## src/rtl/serial_adder16_if.sv

```systemverilog
// Operand/result handshake bundle for serial_adder16.
//   in_valid/in_ready   : operand channel (a, b, cin)
//   out_valid/out_ready : result channel (sum, cout, overflow)
// master = producer of operands / consumer of results, slave = the adder.
interface serial_adder16_if #(
  parameter int WIDTH = 16
);
  logic             in_valid;
  logic             in_ready;
  logic [WIDTH-1:0] a;
  logic [WIDTH-1:0] b;
  logic             cin;
  logic             out_valid;
  logic             out_ready;
  logic [WIDTH-1:0] sum;
  logic             cout;
  logic             overflow;

  modport master (
    output in_valid, a, b, cin, out_ready,
    input  in_ready, out_valid, sum, cout, overflow
  );

  modport slave (
    input  in_valid, a, b, cin, out_ready,
    output in_ready, out_valid, sum, cout, overflow
  );
endinterface

```

## src/rtl/serial_adder16.sv

```systemverilog
// Bit-serial two's-complement adder, one bit per clock, LSB first.
// Each bit slice is a full adder made of two half-adder stages plus an OR
// of their carries; a carry flop links successive slices.
// Ports:
//   clk    : rising-edge clock
//   rst_n  : asynchronous active-low reset
//   bus    : serial_adder16_if.slave (operand and result valid/ready channels)
// Result latency is WIDTH cycles from the operand handshake; one result per
// WIDTH+2 cycles at best.
//
// state | meaning
// IDLE  | waiting for operands, in_ready high
// RUN   | adding one bit per cycle, cnt = bit index in progress
// DONE  | result presented, out_valid high until out_ready
module serial_adder16 #(
  parameter int WIDTH = 16
) (
  input logic              clk,
  input logic              rst_n,
  serial_adder16_if.slave  bus
);

  localparam int CNT_W = $clog2(WIDTH);
  localparam logic [CNT_W-1:0] CNT_LAST = CNT_W'(WIDTH - 1);

  typedef enum logic [1:0] {
    IDLE,
    RUN,
    DONE
  } state_t;

  state_t           state;
  logic [CNT_W-1:0] cnt;
  logic [WIDTH-1:0] a_sr;
  logic [WIDTH-1:0] b_sr;
  // Only the upper WIDTH-1 result bits need storing; the final bit goes
  // straight from the full adder into the output register.
  logic [WIDTH-2:0] sum_sr;
  logic             carry;

  logic [WIDTH-1:0] sum_r;
  logic             cout_r;
  logic             overflow_r;
  logic             out_valid_r;

  logic ha1_s, ha1_c, ha2_s, ha2_c, carry_nxt;
  logic [WIDTH-1:0] sum_nxt;

  // full adder = half adder (a, b) followed by half adder (partial, carry)
  assign ha1_s     = a_sr[0] ^ b_sr[0];
  assign ha1_c     = a_sr[0] & b_sr[0];
  assign ha2_s     = ha1_s ^ carry;
  assign ha2_c     = ha1_s & carry;
  assign carry_nxt = ha1_c | ha2_c;
  assign sum_nxt   = {ha2_s, sum_sr};

  always_ff @(posedge clk or negedge rst_n) begin
    if (!rst_n) begin
      state       <= IDLE;
      cnt         <= '0;
      a_sr        <= '0;
      b_sr        <= '0;
      sum_sr      <= '0;
      carry       <= 1'b0;
      sum_r       <= '0;
      cout_r      <= 1'b0;
      overflow_r  <= 1'b0;
      out_valid_r <= 1'b0;
    end else begin
      case (state)
        IDLE: begin
          if (bus.in_valid) begin
            a_sr  <= bus.a;
            b_sr  <= bus.b;
            carry <= bus.cin;
            cnt   <= '0;
            state <= RUN;
          end
        end
        RUN: begin
          carry  <= carry_nxt;
          sum_sr <= sum_nxt[WIDTH-1:1];
          a_sr   <= a_sr >> 1;
          b_sr   <= b_sr >> 1;
          if (cnt == CNT_LAST) begin
            // carry still holds the carry into the MSB on this cycle
            sum_r       <= sum_nxt;
            cout_r      <= carry_nxt;
            overflow_r  <= carry ^ carry_nxt;
            out_valid_r <= 1'b1;
            state       <= DONE;
          end else begin
            cnt <= cnt + CNT_W'(1);
          end
        end
        DONE: begin
          if (bus.out_ready) begin
            out_valid_r <= 1'b0;
            state       <= IDLE;
          end
        end
        default: state <= IDLE;
      endcase
    end
  end

  assign bus.in_ready  = (state == IDLE) & rst_n;
  assign bus.out_valid = out_valid_r;
  assign bus.sum       = sum_r;
  assign bus.cout      = cout_r;
  assign bus.overflow  = overflow_r;

endmodule

```

## src/flat_wrapper.sv

```systemverilog
// flat-port wrapper written by rule: the top's interface ports become plain ports
module serial_adder16_flat 
#(
  parameter int WIDTH = 16
)
  (clk, rst_n, bus_in_valid, bus_a, bus_b, bus_cin, bus_out_ready, bus_in_ready, bus_out_valid, bus_sum, bus_cout, bus_overflow);
  serial_adder16_if #(.WIDTH(WIDTH)) bus_i ();
  input logic clk;
  input logic rst_n;
  input wire logic [$bits(bus_i.in_valid)-1:0] bus_in_valid;
  input wire logic [$bits(bus_i.a)-1:0] bus_a;
  input wire logic [$bits(bus_i.b)-1:0] bus_b;
  input wire logic [$bits(bus_i.cin)-1:0] bus_cin;
  input wire logic [$bits(bus_i.out_ready)-1:0] bus_out_ready;
  output wire logic [$bits(bus_i.in_ready)-1:0] bus_in_ready;
  output wire logic [$bits(bus_i.out_valid)-1:0] bus_out_valid;
  output wire logic [$bits(bus_i.sum)-1:0] bus_sum;
  output wire logic [$bits(bus_i.cout)-1:0] bus_cout;
  output wire logic [$bits(bus_i.overflow)-1:0] bus_overflow;
  assign bus_i.in_valid = bus_in_valid;
  assign bus_i.a = bus_a;
  assign bus_i.b = bus_b;
  assign bus_i.cin = bus_cin;
  assign bus_i.out_ready = bus_out_ready;
  assign bus_in_ready = bus_i.in_ready;
  assign bus_out_valid = bus_i.out_valid;
  assign bus_sum = bus_i.sum;
  assign bus_cout = bus_i.cout;
  assign bus_overflow = bus_i.overflow;
  serial_adder16 #(.WIDTH(WIDTH)) u_core (.clk(clk), .rst_n(rst_n), .bus(bus_i));
endmodule
```

## config.mk

```make
export PLATFORM = sky130hd
export DESIGN_NAME = serial_adder16_flat
export DESIGN_NICKNAME = d
export VERILOG_FILES = /design/src/rtl/serial_adder16_if.sv /design/src/rtl/serial_adder16.sv /design/src/flat_wrapper.sv
export SDC_FILE = /design/constraint.sdc
export NUM_CORES = 1
export LEC_CHECK = 0
export BUFFER_PORTS_ARGS = -buffer_cell sky130_fd_sc_hd__buf_2
export CAP_MARGIN = 20
export CORE_ASPECT_RATIO = 1.5
export CORE_UTILIZATION = 50
export CTS_CLUSTER_DIAMETER = 120
export DETAILED_ROUTE_END_ITERATION = 7
export PLACE_DENSITY = 0.73
export SLEW_MARGIN = 10
export SYNTH_ARGS = -nofsm -noshare
export SYNTH_HDL_FRONTEND = slang
export SYNTH_SLANG_ARGS = --single-unit
```

## constraint.sdc

```tcl
create_clock -name clk -period 1.8 [get_ports clk]
set_input_delay 0.45 -clock clk [delete_from_list [all_inputs] [get_ports clk]]
set_output_delay 0.45 -clock clk [all_outputs]
set_load 0.1 [all_outputs]
```

==> flow_summary.yaml, run 1 <==
yosys:
  ys_types: 35
  synth_cells: 288
  avgSynthCellArea_um2: 10.9
  synth_fp_nets: 327
  ys_ff_latch: 73
  ys.flop_type: "dfrtp_1"
  yosysSeqAreaShare_pct: 58.3
  yosysWarnings: 0
  synth-edff-count: 0
  async_reset_ff_share_pct: 100
  synth_area_um2: 3140
route:
  ant_nets: 0
  via_count: 2325
  wirelength_mm: 6.02
  drt_iter0_markers: 261
  wl_per_cell_um: 14.0
  drcViolationCount: 0
  dr.pass1.iters: 4
  vias_per_cell: 5.42
layout:
  layout-drive-gt1-share_pct: 29.0
  fill_cells: 521
  area_growth_pct: 19.3
  final_common_cell: "nand2_1"
  n_antenna_cell: 0
  mostFrequentLayoutCells: "nand2_1 (73), dfrtp_1 (72), buf_2 (55)"
  instances_no_fill: 429
  final_nets: 389
floorplan:
  die_h_um: 99.0
  die_x_um: 66.7
  initial_core_util_pct: 51.5
  io_pins: 57
  core_um2: 6090
  dieArea_um2: 6600
  rows: 35
sta:
  maxSlewViolCount: 0
  setup_ws_ns: 0.0389
  timing.final.hold_violations: 0
  fin_crit_ns: 1.76
  max_slew.worst_pin.slew_ns: 0.599
  slew_headroom_pct: 60.0
  finalCritPeriodShare_pct: 97.8
  rsz0062_at_grt: "true"
  finalClockSkew_ns: 0.00685
  finalSetupViolCount: 0
  fmax_ghz: 0.568
cts:
  clk_path_buf_depth: 2
  cts_tree: "built"
  insertion_delay_ns: 0.34
  cts-root-buf: "clkbuf_8"
  cts_hold_buf: 0
  cts_buffers: 9
  clk_pin_slew_ns: 0.07
  cts.htree.levels: 3
  numClockSinks: 73
placement:
  gp_congestion: 0.731
  numPortBuffers: 56
  dp.cells: 411
  place_ws_ns: 0.116
  dpl.hpwl_mm: 4.03
critical_path:
  r2r-start: "u_core.cnt[0]"
  ff2ff_path_depth: 4
  worstPathRequired_ns: 1.35
  cp.arrival_ns: 1.31
  start_kind: "flop"
  ff2ff_setup_slack_ns: 0.22
  endpoint_kind: "primary output"
  crit_type: "flop to primary output"
  r2r_end: "u_core.bus.sum[1]"
  worstPathMaxFanout: 2
global_route:
  grt_overflow: 0
  track_usage_pct: 21.4
  grt_pass1_vias: 2382
  grt_pass1_wl_mm: 10.7
  grt_max_degree: 74
  antenna_found_initial: 0
job:
  drv_cap: 0
run_status:
  status: "complete, no violations"
pwr:
  vdd_drop_max_mv: 0.861
  leakage_nw: 1.85
  power.density_nw_per_um2: 1850
min_path:
  hp-class: "primary input to asynchronous set/reset pin"
==> cell type report <==
cell class	count	area, µm²	share of cell area, %
sequential	73	1830	48.9
inverter	1	3.75	0.100
clock buffer	11	151	4.05
timing repair buffer	70	417	11.1
clock inverter	5	30.0	0.803
tap	74	92.6	2.48
multi-input combinational	195	1220	32.6
==> critical path, cell delays in order, from the launching register on <==
cell and delay, ns:
dfrtp_1 0.40, buf_6 0.13, nor3b_4 0.23, buf_12 0.21
==> sequential cells by signal, indices dropped and copies added, names as in the netlist <==
register              count
u_core.a_sr              16
u_core.cnt                4
u_core.state              2
u_core.carry              1
u_core.bus.sum           16
u_core.bus.cout           1
u_core.sum_sr            15
u_core.b_sr              16
u_core.bus.overflow       1
u_core.bus.out_valid      1
==> synthesized netlist by cell type, drive strengths merged (2+ instances only) <==
cell type,n,area [µm²]
a21o,2,15.0
a21oi,7,35.0
a22oi,31,233
and2b,2,15.0
buf,15,91.3
clkbuf,4,15.0
dfrtp,73,1830
mux2,19,218
nand2,73,274
nand2b,2,15.0
nand3,2,15.0
nor2b,9,63.8
nor3b,2,15.0
o21ai,33,165
o22ai,2,12.5
==> metrics by stage <==
stage / power (mW) / hold slack [ns] / TNS, ns / util [%] / area (µm²)
after global placement: 5.71 / 0.456 / 0 / 58.0 / 3530
after CTS: 6.99 / 0.193 / 0 / 61.3 / 3730
after floorplan: 5.19 / 0.154 / -0.174 / - / 3180
after global routing: 7.42 / 0.209 / -0.00884 / 61.4 / 3740
after detailed placement: 5.80 / 0.469 / 0 / 58.0 / 3530
final: 6.92 / 0.160 / 0 / 61.4 / 3740
==> what timing repair did <==
item | 4_1_cts | 5_1_grt
setup endpoints to repair | 1 | 27
hold endpoints to repair | 0 | 0
pin swaps | 1 | 0
buffers inserted | 3 | 0
resized for setup | 2 | 1
gates cloned | 0 | 0
==> logic make-up (layout without fill, tap and decap cells) <==
group                      count (synthesis)  in the layout  share of synthesized area [%]
DFF                                       73             73                           58.3
buffers and inverters                     20             87                           3.51
adders and majority gates                  2              2                           1.04
and+or+nand+nor                           93             93                           13.8
xor gates and xnor gates                   2              2                          0.559
muxes                                     20             20                           7.26
AOI/OAI and AO/OA                         78             78                           15.6
==> how the worst max path moves through the flow <==
stage / from / to / slack, ns / cells after the start
2_1_floorplan: u_core.state[1] / bus_in_ready / -0.17 / 3
3_3_place_gp: bus_in_valid / u_core.a_sr[15] / 0.15 / 3
3_5_place_dp: bus_in_valid / u_core.a_sr[7] / 0.12 / 4
4_1_cts: u_core.state[1] / bus_in_ready / 0.03 / 3
5_1_grt: u_core.state[1] / bus_in_ready / -0.009 / 3
6_report: u_core.state[1] / bus_in_ready / 0.04 / 3
==> routing by layer <==
layer / track usage, % / vias to the layer above / wire length [µm]
li1: - / 1120 / -
met1: 27.7 / 1134 / 2600
met2: 33.4 / 65 / 3050
met3: 5.09 / 6 / 288
met4: 9.82 / 0 / 73
met5: 0 / - / 0
==> where the power goes <==
part	internal, mW	total (mW)	switching [mW]
Combinational	0.909	3.03	2.12
Sequential	2.31	2.73	0.422
Clock	0.567	1.15	0.584
Total	3.79	6.92	3.13
(Power assumes the default switching activity.)
==> run 2, diff against run 1 <==
--- a/config.mk
+++ b/config.mk
@@ -12,6 +12,7 @@
 export CTS_CLUSTER_DIAMETER = 120
 export DETAILED_ROUTE_END_ITERATION = 7
 export PLACE_DENSITY = 0.73
+export SETUP_SLACK_MARGIN = 0.15
 export SLEW_MARGIN = 10
 export SYNTH_ARGS = -nofsm -noshare
 export SYNTH_HDL_FRONTEND = slang
==> flow_summary.yaml, run 2 (synthesis results as in run 1) <==
critical_path:
  cp_num_buf_inv: 2
  r2r-start: "u_core.state[1]"
  slowest_delay_ns: 0.40
  worstPathRequired_ns: 1.35
  start_kind: "flop"
  crit_slowest_cell: "dfrtp_1"
  endpoint_kind: "primary output"
  r2r_end: "u_core.cnt[1]"
  path_delay_family: "flip-flops"
  ff2ff_path_depth: 5
  crit_type: "flop to primary output"
  path_cells: "buf_6, nor3b_4, buf_12"
  worstPathMaxFanout: 2
  ff2ff_setup_slack_ns: 0.23
  cp.arrival_ns: 1.33
sta:
  slew_headroom_pct: 59.9
  finalSetupTns_ns: 0
  max_slew.worst_pin.slew_ns: 0.600
  maxSlewViolCount: 0
  fmax_ghz: 0.562
  fin_crit_ns: 1.78
  finalCritPeriodShare_pct: 98.9
  rsz0062_at_grt: "true"
  hold-worst-slack_ns: 0.155
  timing.final.hold_violations: 0
  finalSetupViolCount: 0
  setup_ws_ns: 0.0195
  finalClockSkew_ns: 0.00731
floorplan:
  die_x_um: 66.7
  core_um2: 6090
  initial_core_util_pct: 51.5
  rows: 35
  dieArea_um2: 6600
  die_h_um: 99.0
  io_pins: 57
run_status:
  status: "complete, no violations"
route:
  drcViolationCount: 0
  vias_per_cell: 5.43
  wirelength_mm: 6.08
  dr.pass1.iters: 4
  ant_nets: 0
  wl_per_cell_um: 14.0
  via_count: 2355
  drt_iter0_markers: 281
cts:
  clk_path_buf_depth: 2
  cts-root-buf: "clkbuf_8"
  cts.htree.levels: 3
  numClockSinks: 73
  clk_pin_slew_ns: 0.07
  cts_tree: "built"
  cts_buffers: 9
  cts_hold_buf: 0
  insertion_delay_ns: 0.34
layout:
  final_common_cell: "nand2_1"
  area_growth_pct: 21.1
  mostFrequentLayoutCells: "nand2_1 (73), dfrtp_1 (72), buf_2 (55)"
  n_antenna_cell: 0
  layout-drive-gt1-share_pct: 30.3
  fill_cells: 514
  final_nets: 394
pwr:
  vdd_drop_max_mv: 0.889
  leakage_nw: 1.88
  power.density_nw_per_um2: 1840
global_route:
  grt_pass1_wl_mm: 10.8
  track_usage_pct: 21.6
  grt_overflow: 0
  grt_pass1_vias: 2404
  grt_max_degree: 74
  antenna_found_initial: 0
job:
  drv_cap: 0
placement:
  dpl.hpwl_mm: 4.03
  place_ws_ns: 0.116
  gp_congestion: 0.731
  numPortBuffers: 56
min_path:
  hp-class: "primary input to asynchronous set/reset pin"
## run 2: area by class of cell
| cell class | count | area, µm² | share of cell area [%] |
|---|---|---|---|
| Sequential cell | 73 | 1830 | 48.2 |
| Multi-Input combinational cell | 195 | 1220 | 32.1 |
| Timing Repair Buffer | 75 | 470 | 12.4 |
| Clock inverter | 5 | 30.0 | 0.791 |
| Clock buffer | 11 | 151 | 3.99 |
| Inverter | 1 | 3.75 | 0.0989 |
| Tap cell | 74 | 92.6 | 2.44 |
## run 2: per-stage QoR
stage               instance area [µm²]  utilization (%)  power (mW)  std cells
finish                             3800             62.4        6.98        434
global route                       3800             62.4        7.48        434
CTS                                3760             61.7        7.03        431
detailed placement                 3530             58.0        5.80        411
global placement                   3530             58.0        5.71        411
floorplan                          3180                -        5.19        288
## run 2: how the worst max path moves through the flow
stage / cells past startpoint / endpoint / from
final: 3 / bus_in_ready / u_core.state[1]
after CTS: 3 / bus_in_ready / u_core.state[0]
after detailed placement: 4 / u_core.a_sr[7] / bus_in_valid
after global routing: 3 / bus_in_ready / u_core.state[0]
after global placement: 3 / u_core.a_sr[15] / bus_in_valid
after floorplan: 3 / bus_in_ready / u_core.state[1]
## run 2: report_power, final
part / total (mW) / internal [mW] / switching (mW)
clock network: 1.15 / 0.567 / 0.582
registers: 2.72 / 2.31 / 0.414
logic: 3.10 / 0.952 / 2.15
## run 2: repair_timing
item	4_1_cts	5_1_grt
pin swaps	1	2
setup endpoints to repair	2	20
resized for setup	4	1
buffers inserted	4	3
hold endpoints to repair	0	0
## run 2: layer usage
layer | vias up | GRT usage, % | routed length (µm)
li1 | 1131 | - | -
met1 | 1152 | 28.0 | 2640
met2 | 67 | 34.0 | 3060
met3 | 5 | 5.09 | 318
met4 | 0 | 9.82 | 67
met5 | - | 0 | 0
## run 2: worst reg2reg max path, cell delays in order (launching register included)
cell,delay (ns)
dfrtp_1,0.40
buf_6,0.13
buf_4,0.18
nor2b_4,0.27
nand2_1,0.17
mux2_4,0.32
==> run 3, diff against run 2 <==
--- a/config.mk
+++ b/config.mk
@@ -11,7 +11,7 @@
 export CORE_UTILIZATION = 50
 export CTS_CLUSTER_DIAMETER = 120
 export DETAILED_ROUTE_END_ITERATION = 7
-export PLACE_DENSITY = 0.73
+export PLACE_DENSITY = 0.76
 export SETUP_SLACK_MARGIN = 0.15
 export SLEW_MARGIN = 10
 export SYNTH_ARGS = -nofsm -noshare
==> flow_summary.yaml, run 3 (synthesis results as in run 1) <==
floorplan:
  initial_core_util_pct: 51.5
  io_pins: 57
  rows: 35
  die_h_um: 99.0
  dieArea_um2: 6600
  core_um2: 6090
  die_x_um: 66.7
critical_path:
  endpoint_kind: "primary output"
  crit_slowest_cell: "dfrtp_1"
  start_kind: "flop"
  worstPathRequired_ns: 1.35
  path_cells: "buf_6, nor3b_4, buf_12"
  ff2ff_path_depth: 3
  worstPathMaxFanout: 2
  path_delay_family: "flip-flops"
  crit_type: "flop to primary output"
  cp_num_buf_inv: 2
  cp.arrival_ns: 1.31
  r2r-start: "u_core.state[0]"
  r2r_end: "u_core.b_sr[4]"
  ff2ff_setup_slack_ns: 0.17
  slowest_delay_ns: 0.39
sta:
  slew_headroom_pct: 34.0
  timing.final.hold_violations: 0
  fmax_ghz: 0.569
  finalCritPeriodShare_pct: 97.7
  maxSlewViolCount: 0
  hold-worst-slack_ns: 0.143
  finalSetupViolCount: 0
  fin_crit_ns: 1.76
  finalSetupTns_ns: 0
  rsz0062_at_grt: "true"
  max_slew.worst_pin.slew_ns: 0.990
  finalClockSkew_ns: 0.00861
route:
  wirelength_mm: 6.01
  drcViolationCount: 0
  dr.pass1.iters: 4
  ant_nets: 0
  wl_per_cell_um: 14.0
  via_count: 2312
  drt_iter0_markers: 246
  vias_per_cell: 5.36
global_route:
  antenna_found_initial: 0
  grt_pass1_wl_mm: 10.4
  grt_max_degree: 74
  track_usage_pct: 21.1
  grt_overflow: 0
  grt_pass1_vias: 2273
layout:
  mostFrequentLayoutCells: "nand2_1 (73), dfrtp_1 (73), buf_2 (55)"
  instances_no_fill: 431
  final_nets: 391
  fill_cells: 508
  final_cell_area_um2: 3820
  layout-drive-gt1-share_pct: 29.4
  n_antenna_cell: 0
  area_growth_pct: 21.9
pwr:
  vdd_drop_max_mv: 1.03
  power_frac_comb_pct: 42.3
  switching_share_pct: 43.5
  power.density_nw_per_um2: 1900
  internal_power_mw: 4.09
  leakage_nw: 1.89
  power_frac_clock_pct: 19.9
  power_mw: 7.24
  power_frac_seq_pct: 37.8
  switching_power_mw: 3.15
placement:
  gp_congestion: 0.743
  dpl.hpwl_mm: 4.13
  dp.cells: 411
  numPortBuffers: 56
  placed_cell_area_um2: 3530
cts:
  cts_buffers: 9
  numClockSinks: 73
  cts.htree.levels: 3
  clk_pin_slew_ns: 0.08
  clk_path_buf_depth: 2
  cts_tree: "built"
  cts-root-buf: "clkbuf_8"
  insertion_delay_ns: 0.34
job:
  drv_cap: 0
run_status:
  status: "complete, no violations"
min_path:
  hp-class: "primary input to asynchronous set/reset pin"
==> run 3: cell count changes in the layout (fill, tap and decap cells not counted), sizes merged <==
cell      before  now
bufinv         0    2
clkinv         3    2
buf           75   72
clkinvlp       2    1
==> run 3: cell type report <==
type | count | area, µm² | share of cell area, %
tap | 74 | 92.6 | 2.42
multi-input combinational | 195 | 1210 | 31.7
clock buffer | 11 | 151 | 3.96
timing repair buffer | 72 | 457 | 12.0
sequential | 73 | 1830 | 47.8
inverter | 1 | 3.75 | 0.0982
clock inverter | 5 | 77.6 | 2.03
==> run 3: per-layer routing <==
layer	share of wire [%]	wire (µm)	global-route usage, %
met5	0	0	0
met4	2.6	159	11.0
met3	4.2	251	4.51
met2	49	2920	31.8
met1	45	2690	28.4
==> run 3: worst max path at each step <==
stage	from	end	depth (start not counted)
final	u_core.state[1]	bus_in_ready	3
after global routing	u_core.state[1]	bus_in_ready	3
after CTS	u_core.state[1]	bus_in_ready	3
after detailed placement	bus_in_valid	u_core.b_sr[4]	4
after global placement	bus_in_valid	u_core.a_sr[15]	3
after floorplan	u_core.state[1]	bus_in_ready	3
==> run 3: power by group through the flow <==
stage                     clock, mW  sequential (mW)  combinational (mW)
after floorplan                   0             3.77                1.42
after detailed placement          0             2.77                3.05
after global routing           1.54             2.83                3.33
after CTS                      1.47             2.74                3.07
final                          1.44             2.74                3.06
after global placement            0             2.75                2.97
==> run 3: per-stage QoR <==
stage / setup slack, ns / utilization [%]
floorplan: -0.174 / -
CTS: 0.0145 / 62.1
detailed placement: 0.0482 / 58.0
finish: 0.0413 / 62.8
global placement: 0.0897 / 58.0
global route: -0.0197 / 62.8
==> run 3: timing repair <==
action | 4_1_cts | 5_1_grt
pin swaps | 1 | 1
hold buffers | 0 | 0
buffers inserted | 2 | 2
endpoints found under the setup margin | 1 | 46
gates resized for setup | 1 | 1
